==> src/rtl/fetch_stage.sv <==
// Instruction fetch stage: issues one instruction-memory read at a time and
// presents the returned word to decode through a single-entry output buffer.
module fetch_stage #(
  parameter logic [31:0] RESET_PC  = 32'h0000_0000,
  parameter logic [31:0] NOP_INSTR = 32'h0000_0013
) (
  input  logic        clk,
  input  logic        rst_n,
  output logic        imem_req,
  output logic [31:0] imem_addr,
  input  logic        imem_rvalid,
  input  logic [31:0] imem_rdata,
  input  logic        redirect,
  input  logic [31:0] redirect_target,
  input  logic        dec_ready,
  output logic        if_valid,
  output logic [31:0] instruction,
  output logic [31:0] pc_if,
  output logic [31:0] pc_plus_4_if
);

  typedef enum logic [1:0] {
    S_REQ   = 2'd0,
    S_WAIT  = 2'd1,
    S_FULL  = 2'd2,
    S_FLUSH = 2'd3
  } state_t;

  state_t      state_q, state_d;
  logic [31:0] pc_q, pc_d;
  logic        if_valid_q, if_valid_d;
  logic [31:0] instr_q, instr_d;
  logic [31:0] pc_if_q, pc_if_d;
  logic [31:0] pc_plus_4_if_q, pc_plus_4_if_d;

  logic [31:0] target_aligned;
  logic [31:0] pc_plus_4;

  assign target_aligned = {redirect_target[31:2], 2'b00};
  assign pc_plus_4      = pc_q + 32'd4;

  always_ff @(posedge clk or negedge rst_n) begin
    if (!rst_n) begin
      state_q        <= S_REQ;
      pc_q           <= RESET_PC;
      if_valid_q     <= 1'b0;
      instr_q        <= NOP_INSTR;
      pc_if_q        <= RESET_PC;
      pc_plus_4_if_q <= RESET_PC + 32'd4;
    end else begin
      state_q        <= state_d;
      pc_q           <= pc_d;
      if_valid_q     <= if_valid_d;
      instr_q        <= instr_d;
      pc_if_q        <= pc_if_d;
      pc_plus_4_if_q <= pc_plus_4_if_d;
    end
  end

  always_comb begin
    state_d        = state_q;
    pc_d           = pc_q;
    if_valid_d     = if_valid_q;
    instr_d        = instr_q;
    pc_if_d        = pc_if_q;
    pc_plus_4_if_d = pc_plus_4_if_q;
    imem_req       = 1'b0;

    unique case (state_q)
      S_REQ: begin
        if (redirect) begin
          pc_d = target_aligned;
        end else begin
          imem_req = 1'b1;
          state_d  = S_WAIT;
        end
      end
      S_WAIT: begin
        if (redirect) begin
          pc_d    = target_aligned;
          state_d = imem_rvalid ? S_REQ : S_FLUSH;
        end else if (imem_rvalid) begin
          instr_d        = imem_rdata;
          pc_if_d        = pc_q;
          pc_plus_4_if_d = pc_plus_4;
          if_valid_d     = 1'b1;
          pc_d           = pc_plus_4;
          state_d        = S_FULL;
        end
      end
      S_FULL: begin
        // Redirect beats dec_ready: the presented instruction is on the wrong path.
        if (redirect) begin
          if_valid_d = 1'b0;
          instr_d    = NOP_INSTR;
          pc_d       = target_aligned;
          state_d    = S_REQ;
        end else if (dec_ready) begin
          if_valid_d = 1'b0;
          instr_d    = NOP_INSTR;
          imem_req   = 1'b1;
          state_d    = S_WAIT;
        end
      end
      S_FLUSH: begin
        if (redirect) begin
          pc_d = target_aligned;
        end
        if (imem_rvalid) begin
          state_d = S_REQ;
        end
      end
      default: begin
        state_d = S_REQ;
      end
    endcase

    // The reset value of the FSM would otherwise request while reset is held.
    if (!rst_n) begin
      imem_req = 1'b0;
    end
  end

  assign imem_addr    = pc_q;
  assign if_valid     = if_valid_q;
  assign instruction  = instr_q;
  assign pc_if        = pc_if_q;
  assign pc_plus_4_if = pc_plus_4_if_q;

endmodule

==> config.mk <==
export PLATFORM = sky130hd
export DESIGN_NAME = fetch_stage
export DESIGN_NICKNAME = d
export VERILOG_FILES = /design/src/rtl/fetch_stage.sv
export SDC_FILE = /design/constraint.sdc
export NUM_CORES = 1
export LEC_CHECK = 0
export CAP_MARGIN = 20
export CORE_MARGIN = 8
export CORE_UTILIZATION = 40
export DETAILED_ROUTE_END_ITERATION = 10
export PLACE_DENSITY = 0.82
export SYNTH_ARGS = -nofsm -noshare
export SYNTH_HDL_FRONTEND = slang
export SYNTH_SLANG_ARGS = --single-unit
==> constraint.sdc <==
create_clock -name clk -period 4.6 [get_ports clk]
set_input_delay 0.69 -clock clk [delete_from_list [all_inputs] [get_ports clk]]
set_output_delay 0.69 -clock clk [all_outputs]
set_load 0.02 [all_outputs]
# Yosys cells after proc, flatten, opt, wreduce, memory -nomap -nowiden
# Index checks and enable logic that the tools add are counted.
[word_totals] register_bits=131 word_cells=52
[op_classes] addsub=1 bitwise=1 n_eq_ne=10 n_mux=27 n_reduce_logical=7
[op_table] op="32-bit two-way mux" count=7
[op_table] op="32-bit one-hot mux with 2 select lines" count=2
[op_table] op="32-bit by 3-bit adder with 32-bit output (second input constant)" count=1
[op_table] op="2-bit two-way mux" count=7
[op_table] op="1-bit two-way mux" count=8
[op_table] op="2-bit inequality test (second input constant)" count=4
[op_table] op="2-bit one-hot mux with 4 select lines" count=1
[op_table] op="4-bit AND reduction" count=2
[op_table] op="3-bit inequality test (second input constant)" count=2
[op_table] op="2-bit equality test (second input constant)" count=2
[op_table] op="1-bit one-hot mux with 2 select lines" count=2
[op_table] op="3-bit AND reduction" count=1
[op_table] op="3-bit OR reduction" count=1
[op_table] op="2-bit by 1-bit equality test with 1-bit output (second input constant)" count=1
[op_table] op="2-bit logical NOT" count=1
[op_table] op="2-bit by 1-bit inequality test with 1-bit output (second input constant)" count=1
[op_table] op="2-bit AND reduction" count=1
[op_table] op="2-bit nonzero test" count=1
[op_table] op="1-bit NOT" count=1

# Logic depth before layout (Yosys ltp)
# Gate-level depths: netlist of run 1.
[depth] word_depth=4 ltp_mapped=7

# Worst setup path after synthesis of run 1
# No wires, ideal clock.
[synth_path] path_type="in2out" from="input port redirect" to="output port imem_req" path_stages=3 required_ns=3.910 path_buffers=1 arrival_ns=1.696 setup_slack_ns=2.214 cell_sequence="clkbuf_1 > or2_2 > nor3b_1"
[synth_between] elab_chain_cells=3 elab_cells_between_ends=4 classes_between="mux: 4"
[synth_lines] element="start: declaration" line_no="13" text="input logic redirect,"
[synth_lines] element="1-bit two-way mux (on tied branches)" line_no="93, 71"
[synth_lines] element="1-bit one-hot mux with 2 select lines *" line_no="69" text="unique case (state_q)"
[synth_lines] element="1-bit two-way mux *" line_no="119" text="if (!rst_n) begin"
[synth_lines] element="end: declaration" line_no="9" text="output logic imem_req,"
# Every way passes the cells marked *; elsewhere a longest branch is shown, timed or not.

# Worst setup path in the final report of run 1
# Ends and elaborated chain as after synthesis.

==> results.py, run 1 <==
metrics = {
    "outcome": {
        "status": "finished clean",
    },
    "worst_setup_path": {
        "worstSetupEndpointType": "output port",
        "path_max_fanout": 20,
        "r2r_end": "pc_plus_4_if[31]",
        "slowest_delay_ns": 0.80,
        "cp-start-kind": "input pin",
        "rrSetupSlack_ns": 2.22,
        "slowest_stage": "clkdlybuf4s50_1",
        "worst-r2r-cell-count": 4,
        "worstPathRequired_ns": 3.91,
        "worst_path_most_repeated_cell": "clkdlybuf4s50_1",
        "worstPathArrival_ns": 2.82,
        "r2r_start": "imem_addr[6]",
        "timing.critical_path.buf_inv": 2,
        "critPathKind": "input pin to output port",
        "crit_chain": "clkdlybuf4s50_1, or2_2, nor3b_1, clkdlybuf4s50_1",
        "crit_family": "buffers and inverters",
    },
    "drt": {
        "postRouteAntennaNets": 0,
        "dr_total_vias": 5251,
        "viasPerCell": 5.37,
        "first_iter_violations": 353,
        "wl_per_cell_um": 18.9,
        "firstDrtPassIters": 5,
        "drc": 0,
        "finalWirelength_um": 18500,
    },
    "timing": {
        "finalHoldViolCount": 0,
        "clock_skew_ns": 0.00768,
        "fin_setup_tns_ns": 0,
        "max_slew.worst_pin.slew_ns": 0.870,
        "min_period_ns": 3.51,
        "rsz0062_at_grt": "false",
        "fmaxAchievable_ghz": 0.285,
        "fin_crit_sh_pct": 76.2,
        "slew_headroom_pct": 41.8,
        "slew_viol_final": 0,
        "setup_viol": 0,
    },
    "synth": {
        "synth_area_mm2": 0.00582,
        "synth.distinct_cells": 48,
        "synthCells": 615,
        "yosys_register_bits": 125,
        "yosys_warnings": 0,
        "avgSynthCellArea_um2": 9.46,
        "ys_seq_area_share_pct": 53.9,
    },
    "clocking": {
        "cts_buffer_depth": 2,
        "cts_tree": "yes",
        "cts.sinks": 125,
        "cts_setup_buffers": 0,
        "worstSkewPairLatency_ns": 0.42,
        "postCtsHoldBufs": 0,
        "ctsResizeCount": 0,
        "numCtsBuffers": 17,
        "clk_pin_slew_ns": 0.06,
        "cts_root_buffer": "clkbuf_16",
        "h-tree-depth": 4,
    },
    "power": {
        "totalPowerFinal_mw": 5.00,
        "p_per_area_mw_per_mm2": 594,
        "p_leak_nw": 3.50,
        "ir_drop_mv": 0.293,
    },
    "floorplan": {
        "num_rows": 44,
        "die_w_um": 137,
        "core_area_mm2": 0.0144,
        "start_util_pct": 40.5,
        "die_h_um": 137,
        "die-area_mm2": 0.0187,
        "ioPinCount": 199,
    },
    "grt": {
        "overflow": 0,
        "grt_pass1_wl_um": 28300,
        "grt_max_degree": 66,
        "antenna_found_initial": 0,
        "grt_pass1_vias": 5039,
        "gr-usage-all-layers_pct": 19.7,
    },
    "run": {
        "cap_violations": 0,
    },
    "layout": {
        "antenna_cells": 0,
        "final_cell_mix": "189 x clkdlybuf4s50_1, 139 x nand2_1, 121 x dfrtp_1",
        "synthToLayoutAreaGrowth_pct": 44.7,
        "final_nets": 850,
        "drive_gt1_share_pct": 6.56,
        "mostFrequentLayoutCell": "clkdlybuf4s50_1",
    },
    "placement": {
        "port_buffers": 190,
        "hpwl_um": 12900,
        "gp_congestion": 0.779,
    },
    "hold_path": {
        "hold_class": "input pin to asynchronous set/reset pin",
    },
}
==> worst register-to-register path, stage by stage (launching register included) <==
cell      delay, ns
dfrtp_1        0.53
nand4_1        0.43
nor4_1         0.82
a21boi_0       0.19
a211o_1        0.30
==> final cells by class <==
type / instances / area, um^2
Clock buffer: 17 / 425
Clock inverter: 15 / 164
Fill cell: 1209 / 5950
Inverter: 4 / 15.0
Multi-Input combinational cell: 434 / 2470
Sequential cell: 125 / 3130
Tap cell: 184 / 230
Timing Repair Buffer: 198 / 1980
==> Yosys cell counts, drive strengths merged <==
| library cell | instances | share of area [%] |
|---|---|---|
| a211o | 1 | 0.15 |
| a21boi | 1 | 0.13 |
| a21o | 2 | 0.26 |
| a21oi | 3 | 0.26 |
| a22o | 29 | 4.4 |
| a22oi | 3 | 0.39 |
| a311oi | 2 | 0.30 |
| a31oi | 22 | 2.4 |
| and2 | 3 | 0.32 |
| and3 | 3 | 0.32 |
| and3b | 1 | 0.15 |
| and4 | 3 | 0.45 |
| buf | 15 | 1.6 |
| clkbuf | 42 | 2.7 |
| clkinv | 1 | 0.064 |
| conb | 1 | 0.064 |
| dfrtp | 121 | 52 |
| dfstp | 4 | 1.8 |
| ha | 1 | 0.22 |
| inv | 3 | 0.19 |
| mux2i | 1 | 0.17 |
| nand2 | 139 | 9.0 |
| nand3 | 22 | 1.9 |
| nand3b | 1 | 0.13 |
| nand4 | 13 | 1.7 |
| nand4bb | 2 | 0.39 |
| nor2 | 41 | 2.6 |
| nor2b | 5 | 0.54 |
| nor3 | 4 | 0.34 |
| nor3b | 3 | 0.39 |
| nor4 | 7 | 0.75 |
| nor4bb | 1 | 0.17 |
| o211ai | 4 | 0.52 |
| o21ai | 35 | 3.0 |
| o21bai | 3 | 0.39 |
| o311ai | 1 | 0.15 |
| o31ai | 16 | 2.1 |
| o41ai | 1 | 0.15 |
| or2 | 2 | 0.22 |
| or3 | 6 | 0.65 |
| or4 | 24 | 3.2 |
| xnor2 | 17 | 2.6 |
| xor2 | 6 | 0.90 |
==> cell families (layout without fill, tap and decap cells) <==
kind of cell,count (synthesis),count (layout),share of synthesized area [%]
AO/OA/AOI/OAI,123,123,14.5
XOR/XNOR,23,23,3.46
adder cells (fa/ha/maj),1,1,0.215
buffers and inverters,61,234,4.58
flip-flops,125,125,53.9
multiplexers,1,1,0.172
other,1,6,0.0645
AND/OR/NAND/NOR,280,280,23.1
==> state kept, by name (all words and copies together), names as in the netlist <==
register	flops
pc_plus_4_if	30
if_valid	1
instruction	32
pc_if	30
state_q	2
imem_addr	30
==> per-layer routing <==
layer	up-vias	GRT usage (%)	part of all wire (%)
li1	2498	-	-
met4	0	7.50	2.1
met1	2575	25.0	42
met2	150	31.5	50
met3	28	5.14	6.3
met5	-	0	0
==> how the worst max path moves through the flow <==
stage / from / to / slack, ns / depth (start not counted)
2_1_floorplan: redirect / imem_req / 2.21 / 3
3_3_place_gp: redirect / imem_req / 1.12 / 4
3_5_place_dp: redirect / imem_req / 1.10 / 4
4_1_cts: redirect / imem_req / 1.08 / 4
5_1_grt: redirect / imem_req / 0.96 / 4
6_report: redirect / imem_req / 1.09 / 4
==> metrics by stage <==
step / util (%) / setup slack [ns] / hold WS [ns] / area, um^2 / instances
2_1_floorplan: - / 2.21 / 0.394 / 5840 / 620
3_3_place_gp: 54.4 / 1.12 / 0.447 / 7820 / 944
3_5_place_dp: 54.4 / 1.10 / 0.453 / 7820 / 944
4_1_cts: 58.5 / 1.08 / 0.266 / 8410 / 976
5_1_grt: 58.6 / 0.960 / 0.299 / 8420 / 977
6_report: 58.6 / 1.09 / 0.237 / 8420 / 977
==> report_power, final <==
part,internal (mW),switching (mW)
Sequential,1.49,0.266
Clock,0.804,0.542
Combinational,0.913,0.990
(Power assumes the default switching activity.)
==> run 2: changes to the inputs <==
- clock period: 4.6 -> 3.5 ns (I/O delays scaled with it)
==> results.py, run 2 (synthesis gave the netlist of run 1 again) <==
metrics = {
    "layout": {
        "mostFrequentLayoutCell": "clkdlybuf4s50_1",
        "drive_gt1_share_pct": 7.13,
        "final_cell_area_mm2": 0.00855,
        "antenna_cells": 0,
        "final_cell_mix": "189 x clkdlybuf4s50_1, 139 x nand2_1, 121 x dfrtp_1",
        "instances_no_fill": 983,
        "final_nets": 856,
        "synthToLayoutAreaGrowth_pct": 47.0,
        "largest_register_ffs": 32,
    },
    "floorplan": {
        "die-area_mm2": 0.0187,
        "start_util_pct": 40.5,
        "num_rows": 44,
        "core_area_mm2": 0.0144,
        "die_w_um": 137,
        "ioPinCount": 199,
        "die_h_um": 137,
    },
    "placement": {
        "port_buffers": 190,
        "hpwl_um": 13000,
        "placedCellCount": 950,
        "place_area_mm2": 0.00786,
        "pre_cts_ws_ns": 0.821,
        "gp_congestion": 0.775,
    },
    "worst_setup_path": {
        "critPathKind": "flip-flop to output port",
        "slowest_delay_ns": 0.64,
        "crit_chain": "or2_2, nor3b_1, clkdlybuf4s50_1",
        "worstPathArrival_ns": 2.08,
        "crit_family": "buffers and inverters",
        "slowest_stage": "clkdlybuf4s50_1",
        "worstSetupEndpointType": "output port",
        "cp-start-kind": "flip-flop",
        "timing.critical_path.buf_inv": 1,
        "worstPathRequired_ns": 2.97,
        "rrSetupSlack_ns": 1.13,
        "path_max_fanout": 8,
    },
    "drt": {
        "finalWirelength_um": 18500,
        "postRouteAntennaNets": 0,
        "first_iter_violations": 347,
        "firstDrtPassIters": 5,
        "wl_per_cell_um": 18.8,
        "drc": 0,
        "viasPerCell": 5.38,
        "dr_total_vias": 5289,
    },
    "timing": {
        "clock_skew_ns": 0.00682,
        "finalHoldViolCount": 0,
        "max_slew.worst_pin.slew_ns": 0.864,
        "setup_viol": 0,
        "finalWorstSetupSlack_ns": 0.895,
        "slew_headroom_pct": 42.4,
        "slew_viol_final": 0,
        "rsz0062_at_grt": "false",
        "min_period_ns": 2.61,
        "fin_crit_sh_pct": 74.4,
        "fmaxAchievable_ghz": 0.384,
        "fin_setup_tns_ns": 0,
    },
    "grt": {
        "overflow": 0,
        "grt_pass1_wl_um": 28800,
        "gr-usage-all-layers_pct": 19.8,
        "grt_max_degree": 69,
        "antenna_found_initial": 1,
        "grt_pass1_vias": 5182,
    },
    "power": {
        "p_per_area_mw_per_mm2": 796,
        "p_leak_nw": 3.57,
        "totalPowerFinal_mw": 6.80,
        "ir_drop_mv": 0.336,
    },
    "clocking": {
        "worstSkewPairLatency_ns": 0.41,
        "cts.sinks": 125,
        "cts_root_buffer": "clkbuf_16",
        "h-tree-depth": 4,
        "ctsResizeCount": 0,
        "cts_buffer_depth": 2,
        "cts_tree": "yes",
        "numCtsBuffers": 17,
        "clk_pin_slew_ns": 0.05,
    },
    "run": {
        "cap_violations": 0,
    },
    "hold_path": {
        "hold_class": "input pin to asynchronous set/reset pin",
    },
    "outcome": {
        "status": "finished clean",
    },
}
run 2: changes by cell type in the layout (fill, tap and decap cells not counted), sizes merged:
cell / delta
inv: -4
dlygate4sd3: +1
buf: +5
clkinv: -2
clkinvlp: -2
bufinv: +3
clkbuf: +5
run 2: power breakdown:
part	switching [mW]	internal [mW]	total (mW)
logic	1.30	1.21	2.50
clock network	0.634	1.36	1.99
registers	0.351	1.96	2.31
run 2: final timing paths:
check | from | endpoint | depth (start not counted)
max in group asynchronous | rst_n | if_valid | 3
min in group clk | instruction[4] | instruction[4] | 2
hold / removal | rst_n | pc_if[9] | 2
setup reg to reg | imem_addr[2] | imem_addr[22] | 5
setup / recovery | state_q[0] | imem_req | 3
hold reg to reg | instruction[4] | instruction[4] | 2
run 2: layout make-up:
class,count,area (um^2)
inverters,4,15.0
clock inverters,10,183
multi-input cells,434,2470
clock buffers,22,494
repair buffers,204,2020
well taps,184,230
flip-flops and latches,125,3130
fillers,1231,5820
run 2: what timing repair did:
item,4_1_cts,5_1_grt
buffers inserted,0,0
hold buffers,1,0
endpoints found under the hold margin,2,0
run 2: metrics by stage:
step           hold slack, ns  utilization [%]
2_1_floorplan           0.229                -
3_3_place_gp            0.312             54.7
3_5_place_dp            0.313             54.7
4_1_cts                 0.437             59.5
5_1_grt                 0.454             59.5
6_report                0.456             59.5
run 2: worst register-to-register path, delay by kind of cell (launching register included):
| kind | cells | cell delay, ns |
|---|---|---|
| and+or+nand+nor | 3 | 1.26 |
| AOI/OAI and AO/OA | 1 | 0.19 |
| adders and majority gates | 1 | 0.33 |
| DFF | 1 | 0.50 |
run 2: metal layers:
metal / track usage, % / up-vias / routed length, um
li1: - / 2508 / -
met1: 25.2 / 2567 / 7500
met2: 31.2 / 178 / 9150
met3: 4.88 / 34 / 1260
met4: 9.03 / 2 / 547
met5: 0 / - / 12
==> run 3: changes to the inputs <==
- clock period: 3.5 -> 2.7 ns (I/O delays scaled with it)
==> results.py, run 3 (synthesis gave the netlist of run 1 again) <==
metrics = {
    "placement": {
        "port_buffers": 190,
        "gp_congestion": 0.783,
        "hpwl_um": 13100,
        "pre_cts_ws_ns": 0.315,
    },
    "worst_setup_path": {
        "path_max_fanout": 8,
        "worst-r2r-cell-count": 4,
        "cp-start-kind": "flip-flop",
        "r2r_end": "imem_addr[26]",
        "worstPathRequired_ns": 2.30,
        "worstSetupEndpointType": "output port",
        "r2r_start": "imem_addr[10]",
        "worstPathArrival_ns": 2.06,
        "critPathKind": "flip-flop to output port",
        "rrSetupSlack_ns": 0.39,
    },
    "clocking": {
        "numCtsBuffers": 17,
        "postCtsHoldBufs": 0,
        "h-tree-depth": 4,
        "cts_buffer_depth": 2,
        "cts_tree": "yes",
        "cts.sinks": 125,
        "worstSkewPairLatency_ns": 0.42,
        "cts_root_buffer": "clkbuf_16",
        "ctsResizeCount": 0,
        "clk_pin_slew_ns": 0.06,
        "cts_setup_buffers": 0,
    },
    "floorplan": {
        "num_rows": 44,
        "die-area_mm2": 0.0187,
        "ioPinCount": 199,
        "die_w_um": 137,
        "die_h_um": 137,
        "start_util_pct": 40.5,
        "core_area_mm2": 0.0144,
    },
    "timing": {
        "slew_headroom_pct": 55.6,
        "min_period_ns": 2.47,
        "fmaxAchievable_ghz": 0.405,
        "fin_setup_tns_ns": 0,
        "max_slew.worst_pin.slew_ns": 0.666,
        "finalWorstSetupSlack_ns": 0.233,
        "whs_ns": 0.0836,
        "finalHoldViolCount": 0,
        "slew_viol_final": 0,
        "rsz0062_at_grt": "false",
        "fin_crit_sh_pct": 91.4,
        "clock_skew_ns": 0.00591,
        "setup_viol": 0,
    },
    "layout": {
        "largest_register_ffs": 32,
        "final_cell_mix": "189 x clkdlybuf4s50_1, 139 x nand2_1, 121 x dfrtp_1",
        "drive_gt1_share_pct": 8.85,
        "final_nets": 871,
        "final-seq-area_mm2": 0.00313,
        "synthToLayoutAreaGrowth_pct": 47.6,
        "fill_cells": 1203,
        "antenna_cells": 0,
        "multiInputGateArea_mm2": 0.00247,
        "mostFrequentLayoutCell": "clkdlybuf4s50_1",
    },
    "power": {
        "pwr-share-seq_pct": 34.8,
        "p_leak_nw": 3.63,
        "p_sw_mw": 3.00,
        "ir_drop_mv": 0.492,
        "clockPowerShare_pct": 26.2,
        "power_frac_comb_pct": 38.9,
        "p_per_area_mw_per_mm2": 993,
        "switching_share_pct": 35.2,
        "p_int_mw": 5.52,
    },
    "drt": {
        "finalWirelength_um": 18600,
        "viasPerCell": 5.41,
        "dr_total_vias": 5400,
        "wl_per_cell_um": 18.6,
        "first_iter_violations": 317,
        "firstDrtPassIters": 4,
        "postRouteAntennaNets": 0,
        "drc": 0,
    },
    "grt": {
        "overflow": 0,
        "gr-usage-all-layers_pct": 20.1,
        "grt_pass1_vias": 5402,
        "grt_max_degree": 126,
        "grt_pass1_wl_um": 29100,
        "antenna_found_initial": 1,
    },
    "outcome": {
        "status": "finished clean",
    },
    "hold_path": {
        "hold_class": "input pin to asynchronous set/reset pin",
    },
    "run": {
        "cap_violations": 0,
    },
}
[run 3: changes by cell type in the layout (fill, tap and decap cells not counted), sizes merged]
cell and delta:
buf +16, clkinv +7, bufinv -3, clkbuf -2, clkinvlp -2, dlygate4sd3 -1
[run 3: how the worst max path moves through the flow]
stage / from / end / slack [ns] / cells past startpoint
floorplan: imem_addr[9] / pc_plus_4_if[26] / 0.48 / 6
global placement: redirect / imem_req / 0.31 / 4
detailed placement: redirect / imem_req / 0.32 / 4
CTS: state_q[0] / imem_req / 0.20 / 3
global route: state_q[0] / imem_req / 0.09 / 3
finish: state_q[0] / imem_req / 0.23 / 3
[run 3: per-stage QoR]
step | instances | utilization [%] | area (um^2) | power [mW]
finish | 998 | 59.7 | 8580 | 8.52
global route | 998 | 59.7 | 8580 | 8.96
CTS | 998 | 59.7 | 8580 | 8.60
detailed placement | 966 | 55.7 | 8010 | 6.33
global placement | 966 | 55.7 | 8010 | 6.26
floorplan | 620 | - | 5840 | 4.50
[run 3: cell type report]
cell class	instances	area share, %
clock buffer	20	5.32
clock inverter	12	1.40
inverter	4	0.175
multi-input combinational	434	28.8
sequential	125	36.5
tap	184	2.68
timing repair buffer	219	25.1
[run 3: power groups by stage]
stage	combinational, mW	clock [mW]	sequential, mW
6_report	3.32	2.24	2.97
5_1_grt	3.54	2.37	3.05
4_1_cts	3.37	2.27	2.96
3_5_place_dp	3.35	0	2.98
3_3_place_gp	3.31	0	2.96
2_1_floorplan	0.776	0	3.72
[run 3: metal layers]
metal | track usage (%) | part of all wire [%]
met3 | 5.95 | 6.8
met5 | 0 | 0.048
met4 | 8.66 | 2.9
met1 | 25.2 | 42
met2 | 31.5 | 49
[run 3: critical path: stages (launching register included)]
cell and delay, ns:
dfrtp_1 0.47, or2_2 0.35, nor3b_1 0.19, clkdlybuf4s50_1 0.64
